### src/rtl/ysyx_25030081_mem_arbiter.sv
// Round-robin arbiter sharing one memory port between IFU and LSU, one transaction in flight.
// Grant is combinational in IDLE; response is a one-cycle rvalid pulse, or err after TIMEOUT cycles.
module ysyx_25030081_mem_arbiter #(
  parameter int ADDR_WIDTH = 32,
  parameter int DATA_WIDTH = 32,
  parameter int TIMEOUT    = 255
) (
  input  logic                    clk,
  input  logic                    rst,

  input  logic                    ifu_req,
  input  logic [ADDR_WIDTH-1:0]   ifu_addr,
  output logic                    ifu_gnt,
  output logic                    ifu_rvalid,
  output logic [DATA_WIDTH-1:0]   ifu_rdata,
  output logic                    ifu_err,

  input  logic                    lsu_req,
  input  logic                    lsu_wen,
  input  logic [ADDR_WIDTH-1:0]   lsu_addr,
  input  logic [DATA_WIDTH-1:0]   lsu_wdata,
  input  logic [DATA_WIDTH/8-1:0] lsu_wmask,
  output logic                    lsu_gnt,
  output logic                    lsu_rvalid,
  output logic [DATA_WIDTH-1:0]   lsu_rdata,
  output logic                    lsu_err,

  output logic                    mem_req,
  output logic                    mem_wen,
  output logic [ADDR_WIDTH-1:0]   mem_addr,
  output logic [DATA_WIDTH-1:0]   mem_wdata,
  output logic [DATA_WIDTH/8-1:0] mem_wmask,
  input  logic                    mem_ready,
  input  logic                    mem_rvalid,
  input  logic [DATA_WIDTH-1:0]   mem_rdata
);

  localparam logic [1:0] IDLE = 2'd0;
  localparam logic [1:0] REQ  = 2'd1;
  localparam logic [1:0] WAIT = 2'd2;
  localparam logic [1:0] RESP = 2'd3;

  localparam logic M_IFU = 1'b0;
  localparam logic M_LSU = 1'b1;

  // Abort is decided in the cycle before RESP so the err pulse lands TIMEOUT cycles after grant.
  localparam logic [7:0] CNT_LIMIT = 8'(TIMEOUT - 2);

  logic [1:0]            state_q;
  logic                  last_grant_q;
  logic [7:0]            cnt_q;
  logic [DATA_WIDTH-1:0] rdata_q;
  logic                  err_q;

  logic pick_ifu;
  logic grant_any;
  logic timeout_hit;
  logic in_resp;

  always_comb begin
    pick_ifu    = ifu_req && (!lsu_req || last_grant_q == M_LSU);
    grant_any   = (state_q == IDLE) && !rst && (ifu_req || lsu_req);
    ifu_gnt     = grant_any && pick_ifu;
    lsu_gnt     = grant_any && !pick_ifu;
    timeout_hit = (cnt_q == CNT_LIMIT);
    in_resp     = (state_q == RESP);
    mem_req     = (state_q == REQ);
    ifu_rvalid  = in_resp && (last_grant_q == M_IFU);
    lsu_rvalid  = in_resp && (last_grant_q == M_LSU);
    ifu_rdata   = ifu_rvalid ? rdata_q : '0;
    ifu_err     = ifu_rvalid && err_q;
    lsu_rdata   = lsu_rvalid ? rdata_q : '0;
    lsu_err     = lsu_rvalid && err_q;
  end

  always_ff @(posedge clk) begin
    if (rst) begin
      state_q      <= IDLE;
      last_grant_q <= M_LSU;
      cnt_q        <= '0;
      rdata_q      <= '0;
      err_q        <= 1'b0;
      mem_wen      <= 1'b0;
      mem_addr     <= '0;
      mem_wdata    <= '0;
      mem_wmask    <= '0;
    end else begin
      case (state_q)
        IDLE: begin
          if (grant_any) begin
            last_grant_q <= pick_ifu ? M_IFU : M_LSU;
            cnt_q        <= '0;
            mem_wen      <= pick_ifu ? 1'b0 : lsu_wen;
            mem_addr     <= pick_ifu ? ifu_addr : lsu_addr;
            mem_wdata    <= pick_ifu ? '0 : lsu_wdata;
            mem_wmask    <= pick_ifu ? '0 : lsu_wmask;
            state_q      <= REQ;
          end
        end
        REQ: begin
          cnt_q <= cnt_q + 8'd1;
          // Timeout outranks a late handshake so WAIT can never start past the limit.
          if (timeout_hit) begin
            rdata_q <= '0;
            err_q   <= 1'b1;
            state_q <= RESP;
          end else if (mem_ready) begin
            state_q <= WAIT;
          end
        end
        WAIT: begin
          cnt_q <= cnt_q + 8'd1;
          if (mem_rvalid) begin
            rdata_q <= mem_wen ? '0 : mem_rdata;
            err_q   <= 1'b0;
            state_q <= RESP;
          end else if (timeout_hit) begin
            rdata_q <= '0;
            err_q   <= 1'b1;
            state_q <= RESP;
          end
        end
        default: state_q <= IDLE;
      endcase
    end
  end

endmodule

### config.mk
export PLATFORM = sky130hd
export DESIGN_NAME = ysyx_25030081_mem_arbiter
export DESIGN_NICKNAME = d
export VERILOG_FILES = /design/src/rtl/ysyx_25030081_mem_arbiter.sv
export SDC_FILE = /design/constraint.sdc
export NUM_CORES = 1
export LEC_CHECK = 0
export CAP_MARGIN = 20
export CORE_ASPECT_RATIO = 0.5
export CORE_UTILIZATION = 38
export DETAILED_ROUTE_END_ITERATION = 8
export MAX_ROUTING_LAYER = met4
export PLACE_DENSITY_LB_ADDON = 0.3
export SLEW_MARGIN = 5
export SYNTH_ARGS = -nofsm -noshare
export SYNTH_HDL_FRONTEND = slang
export SYNTH_SLANG_ARGS = --single-unit
### constraint.sdc
create_clock -name clk -period 2.2 [get_ports clk]
set_clock_uncertainty 0.05 [all_clocks]
set_input_delay 0.33 -clock clk [delete_from_list [all_inputs] [get_ports clk]]
set_output_delay 0.33 -clock clk [all_outputs]
set_load 0.1 [all_outputs]
Word-level counts from Yosys, hierarchy flattened. Cells that the tools add are included.

Output and inout port bits: 140. Bits in registers: 113. Input bits: 139. Logic and storage cells: 61.

Bitwise operators: 1. Multiplexer cells: 22. Add/subtract/negate cells: 1. Reductions and logical operators: 21. Eq/ne operators: 7.

Operator list (number): 32-bit two-way mux (7); 32-bit case mux with 2 select lines (1); 8-bit case mux with 2 select lines (1); 2-bit two-way mux (5); 1-bit logical AND (9); 8-bit by 1-bit adder with 8-bit output (second input constant) (1); 8-bit equality test (second input constant) (1); 8-bit two-way mux (1); 2-bit case mux with 3 select lines (1); 2-bit equality test (second input constant) (2); 1-bit two-way mux (4); 4-bit two-way mux (1); 2-bit AND reduction (2); 2-bit nonzero test (2); 1-bit logical NOT (3); 3-bit by 1-bit != test with 1-bit output (second input constant) (1); 3-bit != test (second input constant) (1); 3-bit AND reduction (1); 2-bit by 1-bit equality test with 1-bit output (second input constant) (1); 2-bit logical NOT (1); 1-bit logical OR (2); 2-bit != test (second input constant) (1); 1-bit case mux with 2 select lines (1); 2-bit OR reduction (1); 1-bit NOT (1).

Depth between registers and ports, before layout.
Word-level depth: 5. Mapped depth: 9.

Least setup slack after synthesis. OpenSTA, ideal clock, no wires.

Path type: reg-to-output. Start: register state_q[1]. End: output ifu_rdata[22]. Arrival: 2761 ps. Setup slack: -941 ps. Cell stages (with the launch flop): 5. Cell sequence: dfxtp_1 > ha_1 > nor2b_1 > clkbuf_1 > and2_1.

Cells in the longest elaborated chain, start to end: 3.

Ends and longest elaborated chain: from (decl) (line 49) `logic [1:0] state_q;`; from (signal assigned) (line 78) `state_q <= IDLE;`; from (signal assigned) (line 97) `state_q <= REQ;`; from (signal assigned) (line 106) `state_q <= RESP;`; 2-bit equality test (line 66) `in_resp = (state_q == RESP);`; 1-bit logical AND (line 68) `ifu_rvalid = in_resp && (last_grant_q == M_IFU);`; named net ifu_rvalid (line 14) `output logic ifu_rvalid,`; 32-bit two-way mux (line 70) `ifu_rdata = ifu_rvalid ? rdata_q : '0;`; to (decl) (line 15) `output logic [DATA_WIDTH-1:0] ifu_rdata,`.

The timed path passes the listed nets, and every way through them passes these cells.

Final worst setup path.
Start: register state_q[1]. End: output ifu_rdata[0].

Cells in the longest elaborated chain, start to end: 3.

Ends and longest elaborated chain (line): 2-bit equality test (66); 1-bit logical AND (68); 32-bit two-way mux (70).

No other way between the ends.

==> impl_metrics.yaml <==
outcome:
  status: "completed"
placement:
  place_area_sq_um: 8240
  io_buffer_count: 278
  place.gp.congestion: 0.780
  place_hpwl_mm: 11.3
logic_synthesis:
  synth-edff-count: 0
  netlist_area_sq_um: 4700
  ys_ff_latch: 113
  syn_area_per_cell_sq_um: 9.07
  synth_top_area_frac: 0.482
  synth_area_leaders: "dfxtp_1 (48%), a222oi_1 (6.8%), nor2_1 (6.6%)"
  post-synth-top-count-cell: "dfxtp_1"
  synth_ff_type: "dfxtp_1"
  synth_area_leader_cell: "dfxtp_1"
  synthArstFlopShare: 0
  synth.yosys.seq_area_share: 0.482
  synth_cell_types: 37
  syn_inst: 518
  syn_nets: 663
  synth_top_cells_by_count: "dfxtp_1 (113), nor2_1 (82), a21oi_1 (40), clkbuf_1 (39), and3_1 (35)"
  synth-warning-count: 0
detailed_routing:
  drt-met1-wl_mm: 6.92
  drtIter0Drc: 425
  drc: 0
  top_layer: "met4"
  first_pass_iters: 8
  vias_per_cell: 5.35
  wl_mm: 17.0
  ant_nets: 0
  wl_met2_mm: 8.78
  wl_met3_microns: 971
  vias: 5189
  wire_per_inst_microns: 17.5
global_route:
  grt_pass1_vias: 5010
  grt_max_degree: 65
  overflow: 0
  antenna_found_initial: 0
  grt_usage: 0.261
  grt_pass1_wl_mm: 25.4
job:
  maxCapViolations: 0
pwr:
  power_density_nw_per_um2: 968
  power_uw: 8770
  power_leakage_uw: 0.00377
  ir_drop_mv: 0.655
critical_path:
  critPathSlowestCell: "dfxtp_1"
  crit_type: "register to output pin"
  path_max_fanout: 10
  crit_path_end_kind: "output pin"
  cp.arrival_ps: 1760
  critPathLaunchType: "register"
  reg2reg_slack_ps: 190
  reg2regPathDepth: 8
  worstPathCellList: "ha_1 > nor2b_2 > buf_4 > and2_1 > buf_12"
  regToRegStartpoint: "state_q[1]"
  rr_endpoint: "mem_addr[12]"
  critPathMaxStageDelay_ps: 400
  required_ps: 1820
floorplanning:
  ioPinCount: 279
  die_h_microns: 80.6
  rows: 28
  fp.dieW_microns: 159
  core_sq_um: 11900
  start_util: 0.394
  dieArea_sq_um: 12800
sta:
  report.final.slew_viol_count: 0
  hold_ws_ps: 171
  setup_violations: 0
  setup_tns_ps: 0
  relSlewSlack: 0.514
  period_minus_slack_ps: 2140
  finalHoldViolCount: 0
  rsz0062_at_grt: "yes"
  fmax_mhz: 467
  fin_crit_sh: 0.974
  worst_pin_slew_ps: 730
cts:
  clock_latency_ps: 400
  root_buffer: "clkbuf_16"
  cts_buffer_depth: 2
  cts_inserted_buffers: 17
  clock_sinks: 113
  cts_max_level: 4
  cts_tree: "yes"
  clk_pin_slew_ps: 50
layout:
  drive_gt1_frac: 0.296
  n_fill_cell: 770
  final_nets: 937
  final_area_sq_um: 9060
  syn_to_final_growth_pct: 92.9
  antenna_cells: 0
worst_hold_path:
  hold_depth: 2
  hp-class: "input pin to register"
  whs_endpoint: "err_q"
  holdCritStartpoint: "rst"
-- metal layers --
metal / GRT usage / vias to the layer above
li1: - / 2443
met1: 0.285 / 2514
met2: 0.468 / 205
met3: 0.0604 / 27
met4: 0.106 / 0
met5: - / -
-- flip-flops by register name, indices dropped and copies added, names as in the netlist --
name          count
mem_wmask         4
last_grant_q      1
cnt_q             8
err_q             1
rdata_q          32
mem_wen           1
mem_addr         32
state_q           2
mem_wdata        32
-- kinds of logic after synthesis --
group                      share of synthesized area
adders and majority gates                     0.0160
AOI/OAI and AO/OA                              0.207
muxes                                        0.00213
and+or+nand+nor                                0.242
DFF                                            0.482
buffers and inverters                         0.0512
-- critical path, delay by kind of cell (launching register included) --
family | cells | cell delay (ps)
flops | 1 | 400
buf+inv | 2 | 380
fa+ha+maj | 1 | 200
simple gates | 2 | 370
-- cell type report --
cell class | count | area [sq um] | share of cell area
multi-input combinational | 345 | 2280 | 0.252
sequential | 113 | 2260 | 0.250
timing repair buffer | 304 | 3610 | 0.399
tap | 165 | 206 | 0.0228
clock inverter | 10 | 180 | 0.0199
clock buffer | 22 | 474 | 0.0523
inverter | 11 | 41.3 | 0.00456
-- metrics by stage --
step	worst slack [ps]	utilization	std cells
4_1_cts	15.5	0.755	964
3_3_place_gp	32.5	0.691	928
2_1_floorplan	-36.4	-	518
3_5_place_dp	-78.1	0.691	928
5_1_grt	-40.7	0.761	970
6_report	56.8	0.761	970
-- how the worst max path moves through the flow --
stage                               end  slack (ps)       start  cells after the start
after global routing      ifu_rdata[31]         -40  state_q[0]                      5
after detailed placement   mem_addr[12]         -80     lsu_req                      4
after global placement     mem_addr[26]          30     lsu_req                      4
final                      ifu_rdata[0]          60  state_q[1]                      5
after floorplan           ifu_rdata[22]         -40  state_q[1]                      4
after CTS                 ifu_rdata[16]          20  state_q[0]                      5
-- power breakdown --
part	switching, uW	internal (uW)
clock	941	2090
combinational	2250	1040
sequential	166	2280
-- timing repair --
action | CTS | global route
gates resized for setup | 9 | 2
setup buffers | 2 | 5
gates cloned | 2 | 0
hold buffers | 0 | 0
endpoints found under the hold margin | 0 | 0
setup endpoints to repair | 2 | 58
pin swaps | 1 | 1
-- cell usage in the layout, fill, tap and decap left out, types with 3 or more instances in the layout --
master	n
inv_2	3
a22oi_1	11
a222oi_1	32
nor3b_1	32
and2_2	21
bufinv_16	5
o21ai_0	3
inv_1	8
dfxtp_1	113
clkbuf_8	3
clkinv_2	3
buf_4	87
nand2b_1	4
and3_1	33
nor2_1	82
clkbuf_16	17
and2_4	8
o31ai_1	6
a21oi_1	40
or4_1	5
nand2_1	5
clkdlybuf4s50_1	137
buf_12	74
and2_1	5
a22o_1	26
ha_1	5
Power figures use the tool's default switching activity.
